### src/rtl/vector_property_monitor.sv
`default_nettype none
// ============================================================================
// Module   : vector_property_monitor
// Brief    : Multi-channel onehot/onehot0/popcount checker with sticky flags,
//            saturating counters, valid-edge detect and first-error capture.
//            Optional messages: define VECTOR_PROPERTY_MONITOR_DISPLAY_EN.
// Revision : 1.0 - initial release
// ============================================================================
module vector_property_monitor #(
   parameter  int CH        = 4,
   parameter  int W         = 8,
   parameter  int CNT_W     = 16,
   parameter  int POP_LIMIT = 2,
   localparam int CH_W      = (CH > 1) ? $clog2(CH) : 1,
   localparam int PC_W      = $clog2(W + 1)
) (
   input  logic                  i_clk,
   input  logic                  i_rst_n,
   input  logic [CH-1:0]         i_valid,
   input  logic [CH*W-1:0]       i_data,
   input  logic [2*CH-1:0]       i_mode,
   input  logic                  i_clear,
   output logic [CH-1:0]         o_err_pulse,
   output logic [CH-1:0]         o_err_sticky,
   output logic [CH*CNT_W-1:0]   o_err_count,
   output logic [CH-1:0]         o_rise,
   output logic                  o_first_valid,
   output logic [CH_W-1:0]       o_first_ch,
   output logic [W-1:0]          o_first_data
);

   localparam logic [1:0] c_MODE_NONE    = 2'd0;
   localparam logic [1:0] c_MODE_ONEHOT  = 2'd1;
   localparam logic [1:0] c_MODE_ONEHOT0 = 2'd2;
   localparam logic [1:0] c_MODE_POP     = 2'd3;
   localparam logic [CNT_W-1:0] c_CNT_MAX = {CNT_W{1'b1}};

   function automatic logic [PC_W-1:0] popcount(input logic [W-1:0] v);
      logic [PC_W-1:0] n;
      n = '0;
      for (int i = 0; i < W; i++) n = n + PC_W'(v[i]);
      return n;
   endfunction

   logic [CH-1:0]    w_viol;
   logic [CH-1:0]    r_err_pulse;
   logic [CH-1:0]    r_err_sticky;
   logic [CNT_W-1:0] r_cnt [CH];
   logic [CH-1:0]    r_valid_q;
   logic [CH-1:0]    r_rise;
   logic             r_first_valid;
   logic [CH_W-1:0]  r_first_ch;
   logic [W-1:0]     r_first_data;
   logic [CH_W-1:0]  w_low_ch;
   logic [W-1:0]     w_low_data;

   for (genvar c = 0; c < CH; c++) begin : g_chan
      logic [PC_W-1:0] w_pc;
      logic            w_fail;

      always_comb begin
         w_pc   = popcount(i_data[c*W +: W]);
         w_fail = 1'b0;
         case (i_mode[2*c +: 2])
            c_MODE_NONE:    w_fail = 1'b0;
            c_MODE_ONEHOT:  w_fail = (w_pc != PC_W'(1));
            c_MODE_ONEHOT0: w_fail = (w_pc > PC_W'(1));
            c_MODE_POP:     w_fail = (32'(w_pc) > POP_LIMIT);
            default:        w_fail = 1'b0;
         endcase
      end

      assign w_viol[c] = i_valid[c] & w_fail;
      assign o_err_count[c*CNT_W +: CNT_W] = r_cnt[c];
   end

   // Descending scan so the lowest violating index is the final assignment.
   always_comb begin
      w_low_ch   = '0;
      w_low_data = '0;
      for (int c = CH - 1; c >= 0; c--) begin
         if (w_viol[c]) begin
            w_low_ch   = CH_W'(c);
            w_low_data = i_data[c*W +: W];
         end
      end
   end

   always_ff @(posedge i_clk or negedge i_rst_n) begin
      if (!i_rst_n) begin
         r_err_pulse   <= '0;
         r_err_sticky  <= '0;
         r_valid_q     <= '0;
         r_rise        <= '0;
         r_first_valid <= 1'b0;
         r_first_ch    <= '0;
         r_first_data  <= '0;
         for (int c = 0; c < CH; c++) r_cnt[c] <= '0;
      end else begin
         r_err_pulse <= w_viol;
         r_valid_q   <= i_valid;
         r_rise      <= i_valid & ~r_valid_q;
         if (i_clear) begin
            r_err_sticky  <= '0;
            r_first_valid <= 1'b0;
            r_first_ch    <= '0;
            r_first_data  <= '0;
            for (int c = 0; c < CH; c++) r_cnt[c] <= '0;
         end else begin
            r_err_sticky <= r_err_sticky | w_viol;
            for (int c = 0; c < CH; c++) begin
               if (w_viol[c] && (r_cnt[c] != c_CNT_MAX)) r_cnt[c] <= r_cnt[c] + CNT_W'(1);
            end
            if (!r_first_valid && (|w_viol)) begin
               r_first_valid <= 1'b1;
               r_first_ch    <= w_low_ch;
               r_first_data  <= w_low_data;
            end
         end
      end
   end

   assign o_err_pulse   = r_err_pulse;
   assign o_err_sticky  = r_err_sticky;
   assign o_rise        = r_rise;
   assign o_first_valid = r_first_valid;
   assign o_first_ch    = r_first_ch;
   assign o_first_data  = r_first_data;

`ifdef VECTOR_PROPERTY_MONITOR_DISPLAY_EN
   logic [CH-1:0]     r_sat_warned;
   logic [CH*W-1:0]   r_msg_data;
   logic [2*CH-1:0]   r_msg_mode;

   always_ff @(posedge i_clk or negedge i_rst_n) begin
      if (!i_rst_n) begin
         r_sat_warned <= '0;
         r_msg_data   <= '0;
         r_msg_mode   <= '0;
      end else begin
         r_msg_data <= i_data;
         r_msg_mode <= i_mode;
         for (int c = 0; c < CH; c++) begin
            if (r_err_pulse[c])
               $error("vector_property_monitor: ch %0d violation t=%0t mode=%0d data=0x%h",
                      c, $time, r_msg_mode[2*c +: 2], r_msg_data[c*W +: W]);
            if (i_clear)
               r_sat_warned[c] <= 1'b0;
            else if ((r_cnt[c] == c_CNT_MAX) && !r_sat_warned[c]) begin
               $warning("vector_property_monitor: ch %0d counter saturated t=%0t", c, $time);
               r_sat_warned[c] <= 1'b1;
            end
         end
      end
   end
`else
   // Silent build: no messages, identical register behaviour.
`endif

endmodule
`default_nettype wire

### config.mk
export PLATFORM = sky130hd
export DESIGN_NAME = vector_property_monitor
export DESIGN_NICKNAME = d
export VERILOG_FILES = /design/src/rtl/vector_property_monitor.sv
export SDC_FILE = /design/constraint.sdc
export NUM_CORES = 1
export LEC_CHECK = 0
export BUFFER_PORTS_ARGS = -buffer_cell sky130_fd_sc_hd__buf_2
export CAP_MARGIN = 20
export CORE_UTILIZATION = 45
export DETAILED_ROUTE_END_ITERATION = 10
export PLACE_DENSITY_LB_ADDON = 0.2
export SYNTH_ARGS = -nofsm -noshare
export SYNTH_HDL_FRONTEND = slang
export SYNTH_SLANG_ARGS = --single-unit
### constraint.sdc
create_clock -name i_clk -period 1.8 [get_ports i_clk]
set_input_delay 0.18 -clock i_clk [delete_from_list [all_inputs] [get_ports i_clk]]
set_output_delay 0.18 -clock i_clk [all_outputs]
set_load 0.02 [all_outputs]
Word-level counts from Yosys, hierarchy flattened. Cells that the tools add are included.

Register bits after elaboration: 91. Input port bits: 47. Output and inout port bits: 87. Word-level logic and storage cells: 118.

$add $sub $neg: 32. Order comparisons: 8. Equal/unequal tests: 20. Mux-type cells: 24. Bitwise logic cells: 7. Reductions and logical operators: 16.

Operators by type and width (count): adder 16 x 1 -> 16 bit, second input constant (4); adder 4 x 1 -> 4 bit (16); 2-to-1 mux 16 bit (4); 2-to-1 mux 64 bit (1); inequality test 16 bit, second input constant (4); 2-to-1 mux 8 bit (6); adder 3 x 1 -> 4 bit (4); equality test 2 bit, second input constant (8); greater-than comparator 4 x 1 -> 1 bit, second input constant (4); greater-than comparator 4 x 2 -> 1 bit, second input constant (4); inequality test 4 x 1 -> 1 bit, second input constant (4); one-hot mux 1 bit (4 select lines) (4); adder 2 x 1 -> 3 bit (4); 2-to-1 mux 2 bit (6); nonzero test 2 bit (5); adder 1 x 1 -> 2 bit (4); equality test 2 x 1 -> 1 bit, second input constant (4); zero test 2 bit (4); logical AND 1 bit (5); AND 1 bit (4); AND 4 bit (1); 2-to-1 mux 4 bit (1); inverter 4 bit (1); OR 4 bit (1); other kinds (3) (4).

Longest topological paths before layout.
Word-level depth: 16. Depth in mapped cells: 16. Mapped depth without buffers: 15.

Worst setup path before layout. No wires, ideal clock.

Path kind: in2reg. From: input i_data[0]. To: register r_first_data[0] (netlist: o_first_data[0]). Library setup time: 0.122 ns. Arrival: 3.585 ns. Required time: 1.678 ns. Setup slack: -1.907 ns. Cell stages on the path: 13. Path buffers: 1. Path through: fa_1 inv_1 fa_1 fa_1 inv_1 ha_1 fa_1 a221o_1 o221ai_2 buf_4 nand2_2 a221o_1 a32o_1.

Longest elaborated chain between the ends: 13. Elaborated cells between the ends (all ways): 18. Those cells by class: add/sub (7); order compare (2); eq/ne (1); mux (4); bitwise (1); reduce/logical (3).

Ends and longest elaborated chain: start, declared (RTL line 20) `input logic [CH*W-1:0] i_data,`; adder 1 x 1 -> 2 bit (RTL line 41) `for (int i = 0; i < W; i++) n = n + PC_W'(v[i]);`; adder 2 x 1 -> 3 bit (RTL line 41); adder 3 x 1 -> 4 bit (RTL line 41); adder 4 x 1 -> 4 bit (4 in a row) (RTL line 41); greater-than comparator 4 x 2 -> 1 bit, or another cell as far along (RTL line 68) `c_MODE_POP: w_fail = (32'(w_pc) > POP_LIMIT);`; one-hot mux 1 bit (4 select lines) (RTL line 64) `case (i_mode[2*c +: 2])`; AND 1 bit (RTL line 73) `assign w_viol[c] = i_valid[c] & w_fail;`; 2-to-1 mux 8 bit / OR reduction 4 bit (equally long branches) (RTL line 82, 114); 2-to-1 mux 8 bit / logical AND 1 bit (equally long branches) (RTL line 114) `if (!r_first_valid && (|w_viol)) begin`; 2-to-1 mux 8 bit / nonzero test 2 bit (equally long branches); end signal, assigned (RTL line 117) `r_first_data <= w_low_data;`; end, declared (RTL line 53) `logic [W-1:0] r_first_data;`.

Several ways; a longest one is shown, not always the timed one. The select of a mux whose other input is x is not followed. A chain may end at the register's enable or synchronous reset.

Worst setup path in the final report.
From: input i_data[8]. To: register r_first_data[1] (netlist: o_first_data[1]).

Longest elaborated chain between the ends: 14. Elaborated cells between the ends (all ways): 19. Those cells by class: add/sub (7); order compare (2); eq/ne (1); mux (5); bitwise (1); reduce/logical (3).

Ends and longest elaborated chain: adder 1 x 1 -> 2 bit (*) (RTL line 41); adder 2 x 1 -> 3 bit (*) (RTL line 41); adder 3 x 1 -> 4 bit (*) (RTL line 41); adder 4 x 1 -> 4 bit (*) (4 in a row) (RTL line 41); greater-than comparator 4 x 2 -> 1 bit, or another cell as far along (RTL line 68); one-hot mux 1 bit (4 select lines) (*) (RTL line 64); AND 1 bit (*) (RTL line 73); named net w_viol[1] (RTL line 45) `logic [CH-1:0] w_viol;`; 2-to-1 mux 8 bit (2 in a row) (RTL line 82) `if (w_viol[c]) begin`; 2-to-1 mux 8 bit (RTL line 114); 2-to-1 mux 8 bit (RTL line 103) `if (i_clear) begin`.

Mark *: on every way through the listed nets, which the timed path passes. The rest lies on a longest branch. The select of a mux whose other input is x is not followed.

==> impl_metrics.json <==
{
  "status": "finished with violations",
  "violations": "negative setup slack",
  "core-area_um2": 11100,
  "worstMarginPinSlew_ns": 0.724,
  "gr-total-overflow": 0,
  "ir_worst_vdd_v": 0.000562,
  "whs_ns": 0.260,
  "worst-r2r-cell-count": 7,
  "yosys.area.top_type": "dfrtp_1",
  "finalCritPeriodShare": 2.00,
  "gp_congestion": 0.905,
  "async_reset_ff_frac": 1.00,
  "slowest_stage": "fa_1",
  "portBuffers": 133,
  "insertion_delay_ns": 0.35,
  "antenna_found_initial": 0,
  "cp-end-kind": "register",
  "cts_made_buffers": 9,
  "maxSlewHeadroom": 0.516,
  "hold_class": "in -> reg",
  "worstSetupEndpoint": "o_first_data[1]",
  "die_h_um": 110,
  "grt_pass1_vias": 5148,
  "p_leak_uw": 0.00396,
  "ys_seq_area_frac": 0.436,
  "setup_ws_ns": -1.80,
  "fin_skew_ns": 0.00508,
  "layout_commonest_cell": "buf_2",
  "area_growth_pct": 58.0,
  "final_cell_mix": "buf_2 (125), buf_4 (113), dfrtp_1 (91), nor2_1 (75), inv_1 (40)",
  "hold_depth": 2,
  "crit_path_start_kind": "input port",
  "chipWidth_um": 110,
  "place_area_um2": 7160,
  "post_route_cells_drive_above_1_share": 0.456,
  "syn_nets": 628,
  "vias_per_cell": 5.37,
  "dp.final_hpwl_um": 10900,
  "stdcell_area_um2": 8260,
  "dr_total_vias": 5162,
  "final-setup-viol-count": 83,
  "root_buffer": "clkbuf_16",
  "postSynthAreaPerCell_um2": 9.52,
  "clk_pin_slew_ns": 0.07,
  "cp_data_required_time_ns": 2.04,
  "htreeDepth": 3,
  "grt_pass1_wl_um": 24700,
  "synthDistinctLibCells": 49,
  "cts_tree": "built",
  "max_cap_viol_count": 0,
  "antennaDiodeCount": 0,
  "r2r_start": "o_err_count[55]",
  "drtIter0Drc": 227,
  "critPathKind": "in -> reg",
  "yosysWarnings": 0,
  "grt.total_usage": 0.267,
  "min_period_ns": 3.60,
  "cp_max_fo": 8,
  "min_from": "i_clear",
  "synth-edff-count": 0,
  "rsz0062_at_grt": "true",
  "worstPathArrival_ns": 3.84,
  "finalHoldViolCount": 0,
  "synth.ff_latch_count": 91,
  "io_pins": 134,
  "die_area_um2": 12000,
  "ys.flop_type": "dfrtp_1",
  "path_cells": "buf_8, fa_1, inv_1, fa_1, fa_1, inv_2, ha_4, fa_1, a221oi_2, a21o_2, buf_12, inv_8, nor3_4, buf_4, o21ai_0, a32o_1",
  "worst_setup_path_startpoint": "i_data[8]",
  "start_util": 0.472,
  "power_density_nw_per_um2": 840,
  "synth_top_area_frac": 0.436,
  "synth_area_um2": 5230,
  "wl_per_cell_um": 16.2,
  "clock_path_buffers": 2,
  "clock-sinks": 91,
  "drt_pass1_iterations": 4,
  "cpMostUsedCell": "fa_1",
  "num_rows": 38,
  "rrSetupSlack_ns": -0.10,
  "routed_wl_um": 15600,
  "power_uw": 6940,
  "finalMaxSlewViolations": 0,
  "timing.fmax_ghz": 0.278,
  "antenna_left": 0,
  "critPathMaxStageDelay_ns": 0.54,
  "drc_errors": 0,
  "grt_max_degree": 39,
  "syn_inst": 549,
  "nets": 895,
  "fin_setup_tns_ns": -129.57,
  "synthTopCellsByArea": "dfrtp_1 (44%), fa_1 (6.1%), nor2_1 (5.9%), xnor2_1 (5.4%), xor2_1 (4.0%)",
  "r2r_end": "o_err_count[60]"
}
## flip-flops by register name (all words and copies together), names as in the netlist
| register | cells |
|---|---|
| o_err_pulse | 4 |
| o_first_ch | 2 |
| r_valid_q | 4 |
| o_err_sticky | 4 |
| o_first_data | 8 |
| o_rise | 4 |
| o_err_count | 64 |
| o_first_valid | 1 |
## cell families (layout without fill, tap and decap cells)
kind of cell | count (synthesis) | after routing | share of synthesized area
simple gates | 239 | 240 | 0.227
flops | 91 | 91 | 0.436
buf+inv | 66 | 337 | 0.0508
compound gates | 63 | 63 | 0.0888
xor+xnor | 56 | 56 | 0.0939
fa+ha+maj | 32 | 32 | 0.0996
mux | 2 | 2 | 0.00383
## critical path: cells and delay by family
kind,cells,cell delay (ns)
AOI/OAI and AO/OA,4,0.83
adders and majority gates,5,2.13
buffers and inverters,6,0.53
and+or+nand+nor,1,0.16
## final cells by class
class	instances	area (um^2)
Clock buffer	10	239
Inverter	48	198
Multi-Input combinational cell	393	3310
Timing Repair Buffer	273	2000
Tap cell	140	175
Fill cell	773	2820
Sequential cell	91	2280
Clock inverter	6	62.6
## cell usage after synthesis (all sizes together), types with 5 or more instances
| library cell | number |
|---|---|
| a221o | 10 |
| nand3 | 34 |
| nand4 | 16 |
| nor2b | 5 |
| a32o | 8 |
| xor2 | 24 |
| inv | 48 |
| and3 | 13 |
| ha | 16 |
| o21ai | 16 |
| dfrtp | 91 |
| buf | 8 |
| xnor2 | 32 |
| nand2 | 34 |
| o22ai | 5 |
| fa | 16 |
| clkbuf | 10 |
| nor4 | 17 |
| nor2 | 82 |
| nor3 | 18 |
| a21oi | 8 |
## how the worst min path moves through the flow
stage	end	slack, ns
after floorplan	o_err_count[0]	-0.12
after global placement	r_valid_q[0]	0.14
after detailed placement	r_valid_q[0]	0.14
after CTS	o_err_count[28]	0.26
after global routing	o_err_count[23]	0.28
final	o_err_count[23]	0.26
## power by group
group	leakage (uW)	switching [uW]	internal [uW]
clock network	0.000153	842	1120
registers	0.00124	116	2180
logic	0.00257	1380	1300
total	0.00396	2340	4600
## what timing repair did
item                                   4_1_cts  5_1_grt
hold buffers                                 5        0
setup endpoints to repair                   83       83
gates resized for setup                     57       41
endpoints found under the hold margin       30        0
setup buffers                               16       14
gates cloned                                 4        0
pin swaps                                   45       43
## through the flow
stage / instances / util / setup slack [ns]
after floorplan: 549 / - / -1.90
after global placement: 911 / 0.646 / -2.11
after detailed placement: 911 / 0.646 / -2.22
after CTS: 949 / 0.722 / -1.77
after global routing: 961 / 0.745 / -1.91
final: 961 / 0.745 / -1.80
## layer usage
| layer | up-vias | routed length [um] | track usage |
|---|---|---|---|
| met1 | 2503 | 6490 | 0.338 |
| met3 | 37 | 876 | 0.0456 |
| met4 | 0 | 448 | 0.117 |
| met5 | - | 0 | 0 |
| li1 | 2434 | - | - |
| met2 | 188 | 7760 | 0.450 |
Power figures use the tool's default switching activity.
